[src/rtl/divider_pkg.sv]
// Shared types and sizing helpers for the sequential restoring divider.
// Holds the FSM state encoding and the step-counter width rule.
package divider_pkg;

    typedef enum logic [1:0] {
        IDLE = 2'd0,
        CALC = 2'd1,
        DONE = 2'd2
    } div_state_t;

    function automatic int cnt_width(input int w);
        return $clog2(w + 1);
    endfunction

    localparam int DIV_WIDTH_DEFAULT = 8;
    localparam int DIV_CNT_W         = cnt_width(DIV_WIDTH_DEFAULT);

endpackage

[src/rtl/divider_step.sv]
// One radix-2 restoring step: shift {rem,q} left, trial-subtract divisor, set quotient bit.
// Purely combinational; the remainder stays below the divisor, so rem<<1|bit fits in W+1 bits.
module divider_step #(
    parameter int DATA_WIDTH = 8
) (
    input  logic [DATA_WIDTH-1:0] rem_i,
    input  logic [DATA_WIDTH-1:0] q_i,
    input  logic [DATA_WIDTH-1:0] divisor_i,
    output logic [DATA_WIDTH-1:0] rem_o,
    output logic [DATA_WIDTH-1:0] q_o
);

    logic [DATA_WIDTH:0] rem_sh;
    logic [DATA_WIDTH:0] trial;
    logic                fits;

    assign rem_sh = {rem_i, q_i[DATA_WIDTH-1]};
    assign trial  = rem_sh - {1'b0, divisor_i};
    assign fits   = (rem_sh >= {1'b0, divisor_i});

    // A successful trial leaves a result below the divisor, so the top bit is always zero.
    assign rem_o = DATA_WIDTH'(fits ? trial : rem_sh);
    assign q_o   = {q_i[DATA_WIDTH-2:0], fits};

endmodule

[src/rtl/divider_8bit.sv]
// Sequential unsigned divider, one quotient bit per clock, valid/ready on both sides.
// The first step is folded into the accept edge so the result appears DATA_WIDTH edges later.
module divider_8bit
    import divider_pkg::*;
#(
    parameter int DATA_WIDTH = 8
) (
    input  logic                  clk,
    input  logic                  rst,
    input  logic                  in_valid,
    output logic                  in_ready,
    input  logic [DATA_WIDTH-1:0] operand_dividend,
    input  logic [DATA_WIDTH-1:0] operand_divisor,
    output logic                  out_valid,
    input  logic                  out_ready,
    output logic [DATA_WIDTH-1:0] quotient_out,
    output logic [DATA_WIDTH-1:0] remainder_out,
    output logic                  div_by_zero
);

    localparam int              CNT_W = cnt_width(DATA_WIDTH);
    localparam logic [CNT_W-1:0] LAST = CNT_W'(DATA_WIDTH - 1);

    div_state_t            state_q, state_d;
    logic [CNT_W-1:0]      cnt_q, cnt_d;
    logic [DATA_WIDTH-1:0] rem_q, rem_d;
    logic [DATA_WIDTH-1:0] quo_q, quo_d;
    logic [DATA_WIDTH-1:0] dvs_q, dvs_d;
    logic                  dbz_q, dbz_d;

    logic                  accept;
    logic [DATA_WIDTH-1:0] step_rem_in, step_q_in, step_dvs_in;
    logic [DATA_WIDTH-1:0] step_rem_out, step_q_out;

    assign accept = in_valid && (state_q == IDLE);

    // On accept the step runs on the raw operands; afterwards on the registered state.
    assign step_rem_in = accept ? '0               : rem_q;
    assign step_q_in   = accept ? operand_dividend : quo_q;
    assign step_dvs_in = accept ? operand_divisor  : dvs_q;

    divider_step #(
        .DATA_WIDTH (DATA_WIDTH)
    ) u_step (
        .rem_i     (step_rem_in),
        .q_i       (step_q_in),
        .divisor_i (step_dvs_in),
        .rem_o     (step_rem_out),
        .q_o       (step_q_out)
    );

    always_comb begin
        state_d = state_q;
        cnt_d   = cnt_q;
        rem_d   = rem_q;
        quo_d   = quo_q;
        dvs_d   = dvs_q;
        dbz_d   = dbz_q;
        case (state_q)
            IDLE: begin
                if (in_valid) begin
                    dvs_d = operand_divisor;
                    if (operand_divisor == '0) begin
                        state_d = DONE;
                        quo_d   = '1;
                        rem_d   = operand_dividend;
                        dbz_d   = 1'b1;
                    end else begin
                        state_d = CALC;
                        quo_d   = step_q_out;
                        rem_d   = step_rem_out;
                        cnt_d   = CNT_W'(1);
                        dbz_d   = 1'b0;
                    end
                end
            end
            CALC: begin
                quo_d = step_q_out;
                rem_d = step_rem_out;
                cnt_d = cnt_q + CNT_W'(1);
                if (cnt_q == LAST) begin
                    state_d = DONE;
                end
            end
            DONE: begin
                if (out_ready) begin
                    state_d = IDLE;
                end
            end
            default: state_d = IDLE;
        endcase
    end

    always_ff @(posedge clk) begin
        if (rst) begin
            state_q <= IDLE;
            cnt_q   <= '0;
            rem_q   <= '0;
            quo_q   <= '0;
            dvs_q   <= '0;
            dbz_q   <= 1'b0;
        end else begin
            state_q <= state_d;
            cnt_q   <= cnt_d;
            rem_q   <= rem_d;
            quo_q   <= quo_d;
            dvs_q   <= dvs_d;
            dbz_q   <= dbz_d;
        end
    end

    assign in_ready      = (state_q == IDLE);
    assign out_valid     = (state_q == DONE);
    assign quotient_out  = quo_q;
    assign remainder_out = rem_q;
    assign div_by_zero   = dbz_q;

endmodule
[config.mk]
export PLATFORM = sky130hd
export DESIGN_NAME = divider_8bit
export DESIGN_NICKNAME = d
export VERILOG_FILES = /design/src/rtl/divider_pkg.sv /design/src/rtl/divider_step.sv /design/src/rtl/divider_8bit.sv
export SDC_FILE = /design/constraint.sdc
export NUM_CORES = 1
export LEC_CHECK = 0
export CORE_MARGIN = 2
export CORE_UTILIZATION = 52
export DETAILED_ROUTE_END_ITERATION = 6
export GPL_TIMING_DRIVEN = 0
export PLACE_DENSITY_LB_ADDON = 0.2
export SETUP_SLACK_MARGIN = 0.2
export SLEW_MARGIN = 20
export SYNTH_ARGS = -nofsm -noshare
export SYNTH_HDL_FRONTEND = slang
export SYNTH_SLANG_ARGS = --single-unit
[constraint.sdc]
create_clock -name clk -period 3.82 [get_ports clk]
set_input_delay 0.382 -clock clk [delete_from_list [all_inputs] [get_ports clk]]
set_output_delay 0.382 -clock clk [all_outputs]
set_load 0.05 [all_outputs]
==> run_summary.xml <==
<?xml version="1.0" encoding="UTF-8"?>
<metrics>
  <group name="status">
    <metric name="run_status" unit="">finished clean</metric>
  </group>
  <group name="routing">
    <metric name="via_count" unit="">2142</metric>
    <metric name="drt_first_iter_violations" unit="">247</metric>
    <metric name="avgViaCountPerCell" unit="">6.068</metric>
    <metric name="drt_drc_violations_left" unit="">0</metric>
    <metric name="first_pass_iters" unit="">5</metric>
    <metric name="ant_nets_after_route" unit="">0</metric>
    <metric name="route.final.wire_length" unit="um">5911</metric>
    <metric name="wl_per_cell" unit="um">16.75</metric>
  </group>
  <group name="finish">
    <metric name="n_fill_cell" unit="">329</metric>
    <metric name="final_area" unit="um2">2643</metric>
    <metric name="finish.utilization" unit="">0.7059</metric>
    <metric name="antenna_cells_inserted" unit="">0</metric>
    <metric name="nets" unit="">334</metric>
    <metric name="layout-drive-gt1-share" unit="">0.07869</metric>
    <metric name="areaGrowthSynthToFinish" unit="%">28.39</metric>
  </group>
  <group name="placement">
    <metric name="placed_cell_area" unit="um2">2499</metric>
    <metric name="place.port_buffers" unit="">38</metric>
    <metric name="finalWeightedCongestion" unit="">0.9266</metric>
    <metric name="post-place-ws" unit="ns">-0.4682</metric>
    <metric name="dp.final_hpwl" unit="um">4349</metric>
  </group>
  <group name="yosys">
    <metric name="post_synth_mux_area_share" unit="">0.04863</metric>
    <metric name="synthArstFlopShare" unit="">0</metric>
    <metric name="synth.largest_area_cell" unit="">sky130_fd_sc_hd__dfxtp_1</metric>
    <metric name="post_synth_fa_ha_maj_area_fraction" unit="">0.06444</metric>
    <metric name="post_synth_top_flop" unit="">sky130_fd_sc_hd__dfxtp_1</metric>
    <metric name="netlist-cell-type-count" unit="">50</metric>
    <metric name="synth_warnings" unit="">0</metric>
    <metric name="syn-num-nets" unit="">288</metric>
    <metric name="syn_area_per_cell" unit="um2">7.978</metric>
    <metric name="netlist_instances" unit="">258</metric>
    <metric name="ys_top_cells_by_area" unit="">sky130_fd_sc_hd__dfxtp_1 30%, sky130_fd_sc_hd__nor2_1 5.8%, sky130_fd_sc_hd__ha_1 5.5%, sky130_fd_sc_hd__nand2_1 5.1%, sky130_fd_sc_hd__mux2i_1 4.9%</metric>
    <metric name="synthesis.area" unit="um2">2058</metric>
    <metric name="synth_compound_gate_area_share" unit="">0.2693</metric>
    <metric name="synth-seq-cells" unit="">31</metric>
    <metric name="fraction_of_synthesized_cell_area_taken_by_the_top_area_cell_type" unit="">0.3015</metric>
    <metric name="synth_top_family_by_area" unit="">compound AO/OA/AOI/OAI gates</metric>
    <metric name="synthXorXnorAreaFrac" unit="">0.01702</metric>
    <metric name="fraction_of_the_yosys_area_taken_by_sequential_cells" unit="">0.3015</metric>
    <metric name="synth_simple_gate_area_share" unit="">0.2650</metric>
    <metric name="synth-edff-count" unit="">0</metric>
  </group>
  <group name="worst_setup_path">
    <metric name="critical_path_class" unit="">input port to flip-flop</metric>
    <metric name="cp_data_arrival_time" unit="ns">3.61</metric>
    <metric name="critPathCaptureType" unit="">flip-flop</metric>
    <metric name="kind_of_start_point_of_the_critical_path" unit="">input port</metric>
    <metric name="worstPathRequired" unit="ns">4.01</metric>
    <metric name="critical_path.max_fanout" unit="">10</metric>
  </group>
  <group name="clock_network">
    <metric name="clock_pin_transition_on_the_worst_setup_and_hold_timing_paths" unit="ns">0.07</metric>
    <metric name="number_of_hold_buffers_added_after_cts" unit="">0</metric>
    <metric name="root_buffer" unit="">sky130_fd_sc_hd__clkbuf_8</metric>
    <metric name="clock_tree_from_tritoncts" unit="">done</metric>
    <metric name="max-clock-path-buffers" unit="">2</metric>
    <metric name="tritoncts.num_buffers" unit="">5</metric>
    <metric name="clk_latency" unit="ns">0.29</metric>
    <metric name="cts_num_sinks" unit="">31</metric>
    <metric name="number_of_levels_in_the_clock_h_tree" unit="">2</metric>
  </group>
  <group name="global_routing">
    <metric name="antenna_found_initial" unit="">0</metric>
    <metric name="grt_util_met3" unit="">0.06757</metric>
    <metric name="grt_max_degree" unit="">11</metric>
    <metric name="groute.layer.met2.usage" unit="">0.4763</metric>
    <metric name="grt_resource_usage_total" unit="">0.2860</metric>
    <metric name="grt.overflow.total" unit="">0</metric>
    <metric name="grt_first_pass_wirelength" unit="um">9625</metric>
    <metric name="top_usage_layer" unit="">met2</metric>
    <metric name="grt_use_met1" unit="">0.3664</metric>
    <metric name="vias_in_the_first_global_route" unit="">2009</metric>
  </group>
  <group name="sta">
    <metric name="finClkSkew" unit="ns">0.004568</metric>
    <metric name="slew_viol_final" unit="">0</metric>
    <metric name="period_minus_slack" unit="ns">3.429</metric>
    <metric name="fin_ws" unit="ns">0.3908</metric>
    <metric name="max_slew.worst_pin.slew" unit="ns">0.8061</metric>
    <metric name="setup_viol" unit="">0</metric>
    <metric name="slew_headroom" unit="">0.4581</metric>
    <metric name="timing.final.crit_share" unit="">0.8977</metric>
    <metric name="grt_setup_unrepaired" unit="">no</metric>
    <metric name="fmaxAchievable" unit="MHz">291.6</metric>
    <metric name="hold_viol_final" unit="">0</metric>
  </group>
  <group name="floorplan">
    <metric name="die_area" unit="um2">4478</metric>
    <metric name="initial_core_util" unit="">0.5498</metric>
    <metric name="core_area" unit="um2">3744</metric>
    <metric name="design.portCount" unit="">39</metric>
    <metric name="fp.dieH" unit="um">66.92</metric>
    <metric name="number_of_core_rows" unit="">22</metric>
    <metric name="die_x" unit="um">66.92</metric>
  </group>
  <group name="job">
    <metric name="cap_violations" unit="">0</metric>
  </group>
  <group name="worst_hold_path">
    <metric name="tightest_hold_check_type" unit="">flip-flop to flip-flop</metric>
  </group>
  <group name="power_and_ir_drop">
    <metric name="leakage" unit="uW">0.001038</metric>
    <metric name="power.density_cell_area" unit="nW/um2">636.5</metric>
    <metric name="vdd_drop_max" unit="mV">0.4006</metric>
  </group>
</metrics>
-- cell type report --
class / instances / area, um2 / area share
Buffer: 12 / 56.30 / 0.02131
Clock inverter: 2 / 35.03 / 0.01326
Tap cell: 48 / 60.06 / 0.02273
Inverter: 6 / 22.52 / 0.008523
Timing Repair Buffer: 39 / 387.9 / 0.1468
Clock buffer: 6 / 82.58 / 0.03125
Multi-Input combinational cell: 209 / 1378 / 0.5213
Sequential cell: 31 / 620.6 / 0.2348
-- worst max-delay path, stage by stage --
cell	delay, ns
sky130_fd_sc_hd__clkdlybuf4s50_1	0.50
sky130_fd_sc_hd__buf_2	0.21
sky130_fd_sc_hd__nor3b_4	0.27
sky130_fd_sc_hd__buf_6	0.20
sky130_fd_sc_hd__mux2i_2	0.27
sky130_fd_sc_hd__ha_1	0.26
sky130_fd_sc_hd__clkbuf_1	0.19
sky130_fd_sc_hd__a21oi_1	0.19
sky130_fd_sc_hd__o21ai_1	0.15
sky130_fd_sc_hd__and2_1	0.19
sky130_fd_sc_hd__clkbuf_2	0.18
sky130_fd_sc_hd__or3_1	0.38
sky130_fd_sc_hd__a31o_2	0.23
-- registers in the layout, summed over array words and instances, names as in the netlist --
| name | cells |
|---|---|
| cnt_q | 4 |
| div_by_zero | 1 |
| dvs_q | 8 |
| quotient_out | 8 |
| remainder_out | 8 |
| state_q | 2 |
-- cell families after synthesis --
group,Yosys count
adders and majority gates,10
AOI/OAI and AO/OA,79
and+or+nand+nor,106
DFF,31
buffers and inverters,18
xor gates and xnor gates,4
muxes,10
-- final timing paths --
check / startpoint / endpoint / slack (ns) / depth (start not counted)
min: dvs_q[0] / dvs_q[0] / 0.47 / 2
max: in_valid / remainder_out[2] / 0.39 / 13
max reg2reg: state_q[1] / remainder_out[2] / 0.59 / 11
min reg2reg: dvs_q[0] / dvs_q[0] / 0.47 / 2
-- metal layers --
| layer | share of wire | vias to the layer above |
|---|---|---|
| li1 | - | 1051 |
| met1 | 0.44 | 986 |
| met2 | 0.48 | 86 |
| met3 | 0.063 | 19 |
| met4 | 0.023 | 0 |
| met5 | 0 | - |
-- cells in the final DEF, fill, tap and decap left out, types with 3 or more instances in the layout --
cell	Yosys	layout
sky130_fd_sc_hd__clkdlybuf4s50_1	0	38
sky130_fd_sc_hd__nor2_1	32	32
sky130_fd_sc_hd__dfxtp_1	31	31
sky130_fd_sc_hd__nand2_1	28	28
sky130_fd_sc_hd__a21oi_1	15	15
sky130_fd_sc_hd__o21ai_0	12	12
sky130_fd_sc_hd__a211oi_1	12	12
sky130_fd_sc_hd__mux2i_1	10	9
sky130_fd_sc_hd__ha_1	9	9
sky130_fd_sc_hd__clkbuf_1	10	8
sky130_fd_sc_hd__a31oi_1	7	7
sky130_fd_sc_hd__o22ai_1	7	7
sky130_fd_sc_hd__and2_1	6	6
sky130_fd_sc_hd__nor3_1	6	6
sky130_fd_sc_hd__clkbuf_8	0	6
sky130_fd_sc_hd__inv_1	5	5
sky130_fd_sc_hd__nand2b_1	5	5
sky130_fd_sc_hd__or3_1	4	4
sky130_fd_sc_hd__nor2b_1	3	3
sky130_fd_sc_hd__a311oi_1	3	3
sky130_fd_sc_hd__nand3_1	3	3
sky130_fd_sc_hd__xor2_1	3	3
sky130_fd_sc_hd__nand3b_1	3	3
sky130_fd_sc_hd__and3b_1	3	3
sky130_fd_sc_hd__and3_1	3	3
-- Yosys cell counts (2+ instances only) --
library cell	instances
sky130_fd_sc_hd__a31o_2	2
sky130_fd_sc_hd__a211o_1	2
sky130_fd_sc_hd__and2_1	6
sky130_fd_sc_hd__nor2b_1	3
sky130_fd_sc_hd__nand2_1	28
sky130_fd_sc_hd__o22ai_1	7
sky130_fd_sc_hd__nand2b_1	5
sky130_fd_sc_hd__dfxtp_1	31
sky130_fd_sc_hd__and3b_1	3
sky130_fd_sc_hd__a31oi_1	7
sky130_fd_sc_hd__ha_1	9
sky130_fd_sc_hd__nand4_1	2
sky130_fd_sc_hd__a311oi_1	3
sky130_fd_sc_hd__and3_1	3
sky130_fd_sc_hd__a21oi_1	15
sky130_fd_sc_hd__mux2i_1	10
sky130_fd_sc_hd__nor2_1	32
sky130_fd_sc_hd__a211oi_1	12
sky130_fd_sc_hd__nand3_1	3
sky130_fd_sc_hd__buf_2	2
sky130_fd_sc_hd__o21ai_0	12
sky130_fd_sc_hd__or3_1	4
sky130_fd_sc_hd__xor2_1	3
sky130_fd_sc_hd__and4_1	2
sky130_fd_sc_hd__o21bai_1	2
sky130_fd_sc_hd__a21boi_0	2
sky130_fd_sc_hd__o211ai_1	2
sky130_fd_sc_hd__nand3b_1	3
sky130_fd_sc_hd__nor4_2	2
sky130_fd_sc_hd__a221oi_2	2
sky130_fd_sc_hd__clkbuf_1	10
sky130_fd_sc_hd__nor3_1	6
sky130_fd_sc_hd__inv_1	5
sky130_fd_sc_hd__o32a_1	2
-- repair_timing --
action	CTS	global route
gates resized for setup	2	7
setup endpoints to repair	7	7
buffers inserted	1	0
-- power breakdown --
part / switching [uW] / internal [uW]
clock network: 136 / 211
registers: 50.9 / 377
logic: 560 / 347
-- through the flow --
step | total power [uW] | cells | TNS [ns] | hold WS [ns]
final | 1682 | 353 | 0 | 0.4729
after global routing | 1781 | 353 | 0 | 0.5169
after CTS | 1661 | 353 | 0 | 0.4728
after detailed placement | 1316 | 344 | -2.630 | 0.4637
after global placement | 1304 | 344 | -2.335 | 0.4531
after floorplan | 1073 | 258 | 0 | 0.4443
Power figures use the tool's default switching activity.
==> variant 1 (same settings) <==
`DATA_WIDTH` is set to 8 in 2 places; all go to 7.
--- a/src/rtl/divider_step.sv
+++ b/src/rtl/divider_step.sv
@@ -1,7 +1,7 @@
 // One radix-2 restoring step: shift {rem,q} left, trial-subtract divisor, set quotient bit.
 // Purely combinational; the remainder stays below the divisor, so rem<<1|bit fits in W+1 bits.
 module divider_step #(
-    parameter int DATA_WIDTH = 8
+    parameter int DATA_WIDTH = 7
 ) (
     input  logic [DATA_WIDTH-1:0] rem_i,
     input  logic [DATA_WIDTH-1:0] q_i,
--- a/src/rtl/divider_8bit.sv
+++ b/src/rtl/divider_8bit.sv
@@ -3,7 +3,7 @@
 module divider_8bit
     import divider_pkg::*;
 #(
-    parameter int DATA_WIDTH = 8
+    parameter int DATA_WIDTH = 7
 ) (
     input  logic                  clk,
     input  logic                  rst,
Ports: changed (resized operand_dividend, operand_divisor, quotient_out and remainder_out); port bits go from 39 to 35. The function was not compared with the original's and may differ.
==> variant 1 against the original RTL <==
  * First-iteration DRC count down 70%
  * Sequential share of layout area up 3.2 points
  * Sequential cell count down 4
  * Worst setup slack worse by 3.9 ps
  * Core utilization down 2.5 points
  * Synthesized area down 23%
  * Global-route usage down 4.4 points
  * Register-to-register slack worse by 60 ps
  * Clock skew up 3.3 ps
  * Cell area down 23%
  * Cell count down 28%
  * Wire length down 33%
  * Power down 43%
  * Critical path type unchanged
  * Critical endpoint unchanged
  * Largest power group unchanged
  * Highest routed layer unchanged
==> variant 1: results (changes against the original RTL) <==
* Synth area leaders: dfxtp_1, mux2i_1, nor2_1, ha_1, o221ai_1
* CLK BUF at 3 (-3)
* Synth cell count leaders: nor2_1, dfxtp_1, a21oi_1
* Layout cells sized above 1 at 0.100 (+0.0213)
* Fin crit share at 0.899 (+0.00101)
* Inverter count at 8 (+2)
* Clock Latency Late Sink at 330 ps (+40 ps)
* CP arrival at 3650 ps (+40 ps)
* Worst stage delay on the critical path at 520 ps (+20 ps)
* Pin count of the biggest net entering global routing at 17 (+6)
* Drt via density at 6.02 (-0.86%)
* Clock Power at 129 µW (-63%)
* Signal buffers share of area at 0.205 (+0.0369)
* Multi-input gate share of total cell area at 0.478 (-0.0429)
* Sequential Area at 541 µm² (-13%)
* CP delay by family, top: compound AO/OA/AOI/OAI gates
* WHS Endpoint: div_by_zero
* Depth of the most critical reg-to-reg path at 12 (+1)
* GRT Total Usage at 0.242 (-0.0443)
* Clock slew at reported path FFs at 150 ps (+80 ps)
* Nonclk buf count at 44 (-14%)
* Int Power at 558 µW (-40%)
* Iteration count of the initial detailed-routing pass at 4 (-1)
* Via Count at 1522 (-29%)
* Number of synthesized register bits at 27 (-13%)
* R2r setup slk at 530 ps (-60 ps)
* Worst slew pin tran at 698 ps (-108 ps)
* Setup WS pre-CTS at -44.7 ps (+423 ps)
* Hold WS at 508 ps (+35.6 ps)
* P_leak at 0.832 nW (-20%)
* Filler Cells Inserted at 259 (-21%)
* 1st-iter DRT viols at 74 (-70%)
* Critical-path top delay cell: clkdlybuf4s50_1
* Worst Min Path Start: div_by_zero
* WL final at 3970 µm (-33%)
* IO Port Bufs at 34 (-11%)
* Final Net Count at 249 (-25%)
* Worst VDD drop at 0.274 mV (-32%)
* Combinational share of power at 0.512 (-0.027)
* Sequential area share after synthesis at 0.339 (+0.0378)
* Area of the multi-input gates at 970 µm² (-30%)
* Layout Skew at 7.91 ps (+3.35 ps)
* Switching pwr at 400 µW (-46%)
* Worst R2R Start: state_q[0]
* Syn_nets at 207 (-28%)
* Clk tree area frac at 0.0148 (-0.0297)
* Dpl hpwl at 3060 µm (-30%)
* GP Congestion at 0.802 (-13%)
* First-pass GRT wire length at 6510 µm (-32%)
* Status: complete, no violations
* Area of the core at 0.00298 mm² (-20%)
* Yosys cell types at 39 (-22%)
* Htree depth at 1 (-1)
* Clock tree root buffer cell: clkbuf_4
-- variant 1: cell families (layout without fill, tap and decap cells) --
logic type / count (synthesis) / count (layout) / share of synthesized area
compound gates: 42 / 42 / 0.195
flops: 27 / 27 / 0.339
mux: 15 / 15 / 0.0958
fa+ha+maj: 10 / 10 / 0.0833
xor+xnor: 4 / 4 / 0.0220
simple gates: 66 / 66 / 0.213
buf+inv: 15 / 56 / 0.0518
-- variant 1: tightest hold or removal path, delay by kind of cell (launching register included) --
family	cells	cell delay (ps)
DFF	1	340
and+or+nand+nor	2	150
-- variant 1: routing by layer --
metal | track usage | routed length [µm] | up-vias
li1 | - | - | 735
met2 | 0.392 | 1860 | 65
met1 | 0.314 | 1750 | 709
met4 | 0.104 | 104 | 0
met3 | 0.0415 | 255 | 13
met5 | 0 | 0 | -
-- variant 1: timing repair --
item                       in CTS  in global routing
setup endpoints to repair       0                  3
resized for setup               0                  0
buffers inserted                0                  3
==> variant 2 (config.mk and constraints unchanged) <==
Without the edit above. The 3 states of `div_state_t` get a one-hot encoding in 3 bits.
--- a/src/rtl/divider_pkg.sv
+++ b/src/rtl/divider_pkg.sv
@@ -2,10 +2,10 @@
 // Holds the FSM state encoding and the step-counter width rule.
 package divider_pkg;
 
-    typedef enum logic [1:0] {
-        IDLE = 2'd0,
-        CALC = 2'd1,
-        DONE = 2'd2
+    typedef enum logic [2:0] {
+        IDLE = 3'b001,
+        CALC = 3'b010,
+        DONE = 3'b100
     } div_state_t;
 
     function automatic int cnt_width(input int w);
Check against the original RTL: same outputs for any inputs over 10 cycles, from zero or initial values and one cycle with rst high; not proved beyond that.
==> variant 2 against the original RTL <==
  * Count of clock-buffer cells in the layout is the same
  * Synthesized cell count shrank 4.7%
  * Cell area rose by 0.57%
  * Via count fell by 6.8%
  * Sequential cell count grew 1
  * Clock power is 22% lower
  * Synthesized area grew 1.6%
  * Wire length fell by 8.0%
  * Power fell by 13%
  * Worst setup slack worse by 28 ps
  * Largest cell class unchanged
==> variant 2: results (changes against the original RTL) <==
* Synth area leaders: dfxtp_1, nand2_1, ha_1, nor2_1, mux2i_1
* WL final at 5440 µm (-8.0%)
* Syn_nets at 276 (-4.2%)
* Hold Crit Class: reg -> reg
* GRT Total Usage at 0.249 (-0.0372)
* Worst Min Path Start: div_by_zero
* Slew headroom at 0.624 (+0.166)
* 1st-iter DRT viols at 167 (-32%)
* Worst VDD drop at 0.289 mV (-28%)
* Worst stage delay on the critical path at 550 ps (+50 ps)
* Area after DPL at 0.00253 mm² (+1.4%)
* First-pass GRT wire length at 8450 µm (-12%)
* Layout Skew at 6.15 ps (+1.58 ps)
* Layout cells sized above 1 at 0.119 (+0.0404)
* R2r setup slk at 510 ps (-80 ps)
* Filler Cells Inserted at 349 (+6.1%)
* RR Endpoint: remainder_out[3]
* CP arrival at 3620 ps (about the same)
* GP Congestion at 0.877 (-5.4%)
* WHS Endpoint: div_by_zero
* Via Count at 1996 (-6.8%)
* Yosys cell types at 58 (+16%)
* Initial antenna violation count at 0 (unchanged)
* Sequential area share after synthesis at 0.306 (+0.00488)
* Synth cell count leaders: nand2_1, dfxtp_1, nor2_1
* Dpl hpwl at 4080 µm (-6.2%)
* Depth of the most critical reg-to-reg path at 12 (+1)
* Status: complete, no violations
* Hold WS at 490 ps (+17.1 ps)
* Worst Path Max Fanout at 10 (unchanged)
* Worst R2R Start: state_q[2]
* Setup WS pre-CTS at 41.0 ps (+509 ps)
* Vias in the first global route at 1817 (-9.6%)
* Iteration count of the initial detailed-routing pass at 4 (-1)
* Clock slew at reported path FFs at 70 ps (about the same)
* P_leak at 1.04 nW (+0.16%)
* Final Net Count at 323 (-3.3%)
* Critical-path top delay cell: clkdlybuf4s50_1
==> variant 2: what timing repair did <==
action | 4_1_cts | 5_1_grt
buffers inserted | 0 | 2
resized for setup | 0 | 1
setup endpoints to repair | 0 | 3
==> variant 2: worst max path at each step <==
stage	start	cells after the start	endpoint	slack (ps)
floorplan	state_q[2]	11	remainder_out[2]	890
global placement	in_valid	11	remainder_out[2]	70
detailed placement	in_valid	11	remainder_out[2]	40
CTS	in_valid	11	remainder_out[2]	340
global route	in_valid	12	remainder_out[3]	180
finish	in_valid	12	remainder_out[3]	360
==> variant 2: final cells by class <==
| class | instances | area [µm²] | area share |
|---|---|---|---|
| well taps | 50 | 62.6 | 0.0235 |
| clock buffers | 6 | 82.6 | 0.0311 |
| multi-input cells | 197 | 1380 | 0.518 |
| plain buffers | 12 | 58.8 | 0.0221 |
| repair buffers | 40 | 408 | 0.153 |
| flip-flops and latches | 32 | 641 | 0.241 |
| clock inverters | 2 | 10.0 | 0.00377 |
| inverters | 5 | 18.8 | 0.00706 |
==> variant 2: tightest hold or removal path: stages, from the launching register on <==
cell and delay (ps):
dfxtp_1 330, a21oi_1 60, nor2_1 70
==> variant 2: kinds of logic after synthesis <==
logic type               Yosys count  synth area share
AO/OA/AOI/OAI                     66             0.255
XOR/XNOR                           4            0.0168
adder cells (fa/ha/maj)           10            0.0634
buffers and inverters             17            0.0371
flip-flops                        32             0.306
multiplexers                      12            0.0586
AND/OR/NAND/NOR                  105             0.263
==> variant 2: report_power, final <==
| part | internal (mW) | switching (mW) | total (mW) |
|---|---|---|---|
| registers | 0.377 | 0.0374 | 0.414 |
| logic | 0.336 | 0.450 | 0.786 |
| clock network | 0.144 | 0.127 | 0.270 |
| total | 0.857 | 0.614 | 1.47 |
==> variant 2: routing by layer <==
layer | routed length [µm] | global-route usage | vias up
met1 | 2480 | 0.318 | 923
met5 | 0 | 0 | -
met3 | 255 | 0.0483 | 8
met4 | 47 | 0.0995 | 0
li1 | - | - | 1005
met2 | 2660 | 0.412 | 60
==> variant 2: through the flow <==
| stage | std cells | total power [mW] |
|---|---|---|
| after floorplan | 246 | 0.954 |
| after global placement | 334 | 1.13 |
| after detailed placement | 334 | 1.14 |
| after CTS | 342 | 1.41 |
| after global routing | 344 | 1.55 |
| final | 344 | 1.47 |
